### src/rtl/ntt_coef_tx.sv
// ntt_coef_tx: streams one polynomial (NUM_BEATS pairs of 23-bit coefficients)
// from a dual-port coefficient RAM into a 64-bit AXI-stream sink. Port A reads
// the even coefficient and port B the odd one, both in the same cycle. A
// 2-entry FIFO absorbs the 1-cycle RAM latency so that full tready gives one
// beat per cycle. Read issue is credit-limited so the FIFO can never overflow.
module ntt_coef_tx #(
  parameter int          NUM_BEATS = 128,
  parameter logic [7:0]  BASE_ADDR = 8'd0
) (
  input  logic        clk,
  input  logic        aresetn,
  input  logic        start,
  output logic        busy,
  output logic        done,
  output logic        coef_ena,
  output logic [7:0]  coef_addra,
  input  logic [22:0] coef_douta,
  output logic        coef_enb,
  output logic [7:0]  coef_addrb,
  input  logic [22:0] coef_doutb,
  output logic        Ws_tvalid,
  input  logic        Ws_tready,
  output logic [63:0] Ws_tdata,
  output logic [7:0]  Ws_tkeep,
  output logic        Ws_tlast
);

  // Read counter must hold NUM_BEATS itself ("all reads issued").
  localparam int            CW       = $clog2(NUM_BEATS + 1);
  localparam logic [CW-1:0] BEATS    = CW'(NUM_BEATS);
  localparam logic [CW-1:0] LAST_IDX = CW'(NUM_BEATS - 1);

  typedef enum logic [1:0] {
    S_IDLE = 2'd0,
    S_SEND = 2'd1,
    S_DONE = 2'd2
  } state_t;

  state_t        r_state;
  state_t        w_state_nxt;

  // Read side: beats issued so far, next even address, and the read whose
  // data appears on the RAM outputs this cycle.
  logic [CW-1:0] r_rd_cnt;
  logic [7:0]    r_addr;
  logic          r_pend;
  logic          r_pend_last;

  // Output FIFO: two packed beats with their tlast flags.
  logic [63:0]   r_fifo_data [2];
  logic [1:0]    r_fifo_last;
  logic          r_wr_ptr;
  logic          r_rd_ptr;
  logic [1:0]    r_count;

  logic          w_pop;
  logic          w_issue;
  logic          w_head_last;
  logic [2:0]    w_occ;

  // ---------------------------------------------------------------------------
  // Handshake and read-credit logic
  // ---------------------------------------------------------------------------
  assign Ws_tvalid   = (r_count != 2'd0);
  assign w_pop       = Ws_tvalid && Ws_tready;
  assign w_head_last = r_fifo_last[r_rd_ptr];

  // Entries that will exist once this cycle's pop is taken, counting the read
  // already in flight. A new read may only be launched if it still fits.
  assign w_occ   = {1'b0, r_count} + {2'b0, r_pend} - {2'b0, w_pop};
  assign w_issue = (r_state == S_SEND) && (r_rd_cnt < BEATS) && (w_occ <= 3'd1);

  assign coef_ena   = w_issue;
  assign coef_enb   = w_issue;
  assign coef_addra = w_issue ? r_addr : 8'd0;
  assign coef_addrb = w_issue ? (r_addr + 8'd1) : 8'd0;

  // Head of the FIFO drives the stream; tlast is qualified by tvalid so a
  // stale flag in an empty slot never shows.
  assign Ws_tdata = r_fifo_data[r_rd_ptr];
  assign Ws_tlast = Ws_tvalid && w_head_last;
  assign Ws_tkeep = 8'hFF;

  assign busy = (r_state != S_IDLE);
  assign done = (r_state == S_DONE);

  // ---------------------------------------------------------------------------
  // FSM
  // ---------------------------------------------------------------------------

  // State register.
  // NOTE: sequential state uses non-blocking (<=) so every flop samples the
  // pre-edge values regardless of statement order.
  always_ff @(posedge clk or negedge aresetn) begin
    if (!aresetn) begin
      r_state <= S_IDLE;
    end else begin
      r_state <= w_state_nxt;
    end
  end

  // Next-state logic: start only counts in IDLE; SEND ends on the tlast beat.
  // NOTE: the default assignment first keeps this block free of inferred
  // latches on paths that do not change state.
  always_comb begin
    w_state_nxt = r_state;
    case (r_state)
      S_IDLE: if (start) w_state_nxt = S_SEND;
      S_SEND: if (w_pop && w_head_last) w_state_nxt = S_DONE;
      S_DONE: w_state_nxt = S_IDLE;
      default: w_state_nxt = S_IDLE;
    endcase
  end

  // ---------------------------------------------------------------------------
  // Read issue
  // ---------------------------------------------------------------------------

  // Beat counter and address pointer; reloaded when a new send is accepted.
  always_ff @(posedge clk or negedge aresetn) begin
    if (!aresetn) begin
      r_rd_cnt    <= '0;
      r_addr      <= BASE_ADDR;
      r_pend      <= 1'b0;
      r_pend_last <= 1'b0;
    end else begin
      if ((r_state == S_IDLE) && start) begin
        r_rd_cnt <= '0;
        r_addr   <= BASE_ADDR;
      end else if (w_issue) begin
        r_rd_cnt <= r_rd_cnt + CW'(1);
        r_addr   <= r_addr + 8'd2;
      end
      r_pend      <= w_issue;
      r_pend_last <= w_issue && (r_rd_cnt == LAST_IDX);
    end
  end

  // ---------------------------------------------------------------------------
  // Output FIFO
  // ---------------------------------------------------------------------------

  // Capture RAM data one cycle after the read and retire the head on handshake.
  // NOTE: the two storage entries are reset as well, because the stream data
  // output must read 0 out of reset and is driven straight from this storage.
  always_ff @(posedge clk or negedge aresetn) begin
    if (!aresetn) begin
      r_fifo_data[0] <= '0;
      r_fifo_data[1] <= '0;
      r_fifo_last    <= '0;
      r_wr_ptr       <= 1'b0;
      r_rd_ptr       <= 1'b0;
      r_count        <= 2'd0;
    end else begin
      if (r_pend) begin
        r_fifo_data[r_wr_ptr] <= {9'b0, coef_doutb, 9'b0, coef_douta};
        r_fifo_last[r_wr_ptr] <= r_pend_last;
        r_wr_ptr              <= ~r_wr_ptr;
      end
      if (w_pop) begin
        r_rd_ptr <= ~r_rd_ptr;
      end
      r_count <= r_count + {1'b0, r_pend} - {1'b0, w_pop};
    end
  end

endmodule
### config.mk
export PLATFORM = sky130hd
export DESIGN_NAME = ntt_coef_tx
export DESIGN_NICKNAME = d
export VERILOG_FILES = /design/src/rtl/ntt_coef_tx.sv
export SDC_FILE = /design/constraint.sdc
export NUM_CORES = 1
export LEC_CHECK = 0
export BUFFER_PORTS_ARGS = -buffer_cell sky130_fd_sc_hd__buf_2
export CAP_MARGIN = 40
export CORE_MARGIN = 10
export CORE_UTILIZATION = 40
export CTS_CLUSTER_SIZE = 14
export DETAILED_ROUTE_END_ITERATION = 8
export PLACE_DENSITY = 0.68
export SLEW_MARGIN = 20
export SYNTH_ARGS = -nofsm -noshare
export SYNTH_HDL_FRONTEND = slang
export SYNTH_SLANG_ARGS = --single-unit
### constraint.sdc
create_clock -name clk -period 4.6 [get_ports clk]
set_input_delay 0.69 -clock clk [delete_from_list [all_inputs] [get_ports clk]]
set_output_delay 0.69 -clock clk [all_outputs]
set_load 0.02 [all_outputs]
==> results.sh <==
export IMPL_syn_mean_instance_area_um2=13.26
export IMPL_power_frac_clock_pct=22.5
export IMPL_num_antenna_cells=0
export IMPL_fin_ws_ps=395.4
export IMPL_clock_root_buffer_master="clkbuf_16"
export IMPL_power_ir_vdd_worst_uv=338.1
export IMPL_worstSkewPairLatency_ps=400
export IMPL_timing_critical_path_to_type="output port"
export IMPL_synth_warning_count=0
export IMPL_synth_area_um2=5503
export IMPL_final_period_utilization_pct=91.41
export IMPL_pwrdens_nw_per_um2=850.8
export IMPL_seq_area_frac_synth_pct=53.21
export IMPL_cts_sinks=117
export IMPL_finalWeightedCongestion=0.7816
export IMPL_count_of_vias_placed_by_the_detailed_router=3544
export IMPL_die_w_um=137.3
export IMPL_synth_enable_flop_cells=0
export IMPL_post_synth_main_area_contributors="dfrtp_1, mux2_2, buf_4"
export IMPL_share_of_synthesized_registers_carrying_an_async_set_or_reset_pct=100.0
export IMPL_ant_nets=0
export IMPL_commonest_cells_in_the_synthesized_netlist="mux2_2, dfrtp_1, buf_4, clkbuf_1, nand2_1"
export IMPL_worst_r2r_endpoint="r_rd_cnt[5]"
export IMPL_grt_setup_unrepaired="false"
export IMPL_wire_per_inst_um=17.22
export IMPL_numPortBuffers=116
export IMPL_critPathLaunch="r_count[1]"
export IMPL_floorplan_core_area_um2=13350
export IMPL_cts_htree_levels=4
export IMPL_netSwitchingFraction_pct=37.23
export IMPL_routed_via_density=4.936
export IMPL_cts_reportedPaths_clkPinSlew_ps=50
export IMPL_max_slew_worst_pin_slew_ps=691.3
export IMPL_route_detailed_drc=0
export IMPL_yosysTopAreaCellShare_pct=53.21
export IMPL_globalRoute_totalOverflow=0
export IMPL_final_cell_area_um2=6769
export IMPL_hold_violations=0
export IMPL_grt_total_usage_pct=13.55
export IMPL_finalMaxSlewViolations=0
export IMPL_synthMostInstantiatedCell="mux2_2"
export IMPL_first_iter_violations=135
export IMPL_totalNegativeSetupSlack_ps=0
export IMPL_power_leakage_nw=3.220
export IMPL_initial_utilization_pct=41.23
export IMPL_period_needed_ps=4205
export IMPL_ys_dominant_reg_cell="dfrtp_1"
export IMPL_timing_setup_critical_path_class="flop to output port"
export IMPL_critPathRequiredTime_ps=3910
export IMPL_route_final_wire_length_um=12360
export IMPL_critical_path_startpoint_type="flop"
export IMPL_cts_tree="built"
export IMPL_cts_buffer_depth=2
export IMPL_internal_power_mw=3.615
export IMPL_postPlaceCellArea_um2=6181
export IMPL_maxCapViolations=0
export IMPL_final_fill_count=1173
export IMPL_largest_net_degree_at_the_start_of_global_routing=54
export IMPL_power_net_switching_mw=2.144
export IMPL_number_of_antenna_violations_at_the_first_check_in_global_routing=0
export IMPL_critPathArrivalTime_ps=3510
export IMPL_finish_utilization_pct=50.71
export IMPL_rr_startpoint="r_count[1]"
export IMPL_post_cts_resized_instances=0
export IMPL_fin_cells=718
export IMPL_timing_hold_worst_class="primary input to async pin"
export IMPL_run_status="complete, no violations"
export IMPL_synthCells=415
export IMPL_layout_drive_gt1_share_pct=55.17
export IMPL_cts_hold_buf=0
export IMPL_synth_ff_latch_count=117
export IMPL_skew_ps=6.133
export IMPL_p_seq_share_pct=32.0
export IMPL_timing_final_setup_violations=0
export IMPL_area_of_the_die_um2=18850
export IMPL_place_hpwl_um=8831
export IMPL_timing_slew_headroom_pct=53.91
export IMPL_num_io_pins=144
export IMPL_layout_nets=586
export IMPL_post_synthesis_to_final_layout_area_growth_pct=23.01
export IMPL_ff2ff_path_depth=9
export IMPL_first_pass_iteration_count_of_the_detailed_router=4
export IMPL_cts_repair_timing_setup_buffer_count=0
export IMPL_fp_dieH_um=137.3
export IMPL_grt_first_pass_wirelength_um=20010
export IMPL_dpl_worst_slack_ps=692.3
export IMPL_post_synth_top_area_cell="dfrtp_1"
export IMPL_cts_made_buffers=17
export IMPL_number_of_global_route_vias_before_repair=3954
export IMPL_placedCellCount=688
export IMPL_core_rowCount=42
export IMPL_critical_path_max_fanout=14
export IMPL_critical_path_endpoint="coef_ena"
export IMPL_max_clock_freq_mhz=237.8
export IMPL_comb_power_share_pct=45.6
export IMPL_synthDistinctLibCells=34
export IMPL_timing_reg2reg_setup_slack_ps=1260
## power by group through the flow
stage,registers (mW),clock network (mW),logic [mW]
after global placement,1.82,0,2.58
final,1.84,1.29,2.62
after CTS,1.85,1.33,2.67
after floorplan,1.72,0,2.00
after global routing,1.91,1.39,2.86
after detailed placement,1.86,0,2.66
## worst max-delay path, stage by stage (launching register included)
cell	delay, ps
dfrtp_1	420
o21ai_0	410
inv_1	100
ha_1	290
inv_1	40
ha_1	180
fa_1	500
or4b_4	610
nor2_1	330
buf_2	240
## cells in the final DEF (no fill, tap or decap), types with 6 or more instances in the layout
master     instances
and3_1            11
nand2_1           14
clkbuf_8           6
dfrtp_1          116
mux2i_1           10
buf_4              9
nand3_1            9
buf_2            115
inv_1              7
conb_1            27
nand2b_1           6
mux2_2           140
clkbuf_16         17
o21ai_0            6
## layer usage
metal | track usage, % | vias up | wire [um]
met5 | 0 | - | 0
met4 | 4.157 | 0 | 96
met3 | 5.171 | 10 | 919
met2 | 22.49 | 108 | 6298
met1 | 15.91 | 1792 | 5046
li1 | - | 1634 | -
## state kept, by name (all words and copies together), names as in the netlist
signal and flops:
r_count 2, r_rd_ptr 1, r_addr 7, r_fifo_data 92
r_pend_last 1, r_state 2, r_wr_ptr 1, r_pend 1
r_fifo_last 2, r_rd_cnt 8
## area by class of cell
type | count | area (um^2) | area share, %
clock buffer | 27 | 523.0 | 7.726
clock inverter | 3 | 65.06 | 0.9612
inverter | 7 | 26.28 | 0.3882
multi-input combinational | 263 | 2335 | 34.49
sequential | 117 | 2929 | 43.27
tap | 176 | 220.2 | 3.253
timing repair buffer | 125 | 670.6 | 9.908
## metrics by stage
step / power (mW) / hold slack, ps
3_3_place_gp: 4.398 / 480.9
2_1_floorplan: 3.714 / 394.4
3_5_place_dp: 4.519 / 487.3
4_1_cts: 5.845 / 103.9
6_report: 5.759 / 122.4
5_1_grt: 6.156 / 107.6
## logic make-up (layout without fill, tap and decap cells)
logic type | Yosys count | count (layout) | synth area share, %
muxes | 150 | 150 | 30.47
and+or+nand+nor | 65 | 65 | 6.639
AOI/OAI and AO/OA | 12 | 12 | 1.273
DFF | 117 | 117 | 53.21
adders and majority gates | 5 | 5 | 1.273
other | 2 | 27 | 0.1365
buffers and inverters | 60 | 162 | 6.367
xor gates and xnor gates | 4 | 4 | 0.6368
## worst min-delay path by stage
stage	from	end	slack (ps)	cells past startpoint
floorplan	aresetn	r_addr[1]	390	0
global placement	r_fifo_data[3]	r_fifo_data[3]	480	1
detailed placement	r_fifo_data[6]	r_fifo_data[6]	490	1
CTS	aresetn	r_fifo_data[4]	100	1
global route	aresetn	r_fifo_data[0]	110	1
finish	aresetn	r_fifo_data[68]	120	1
No activity file was read; power rests on OpenSTA's default activity.
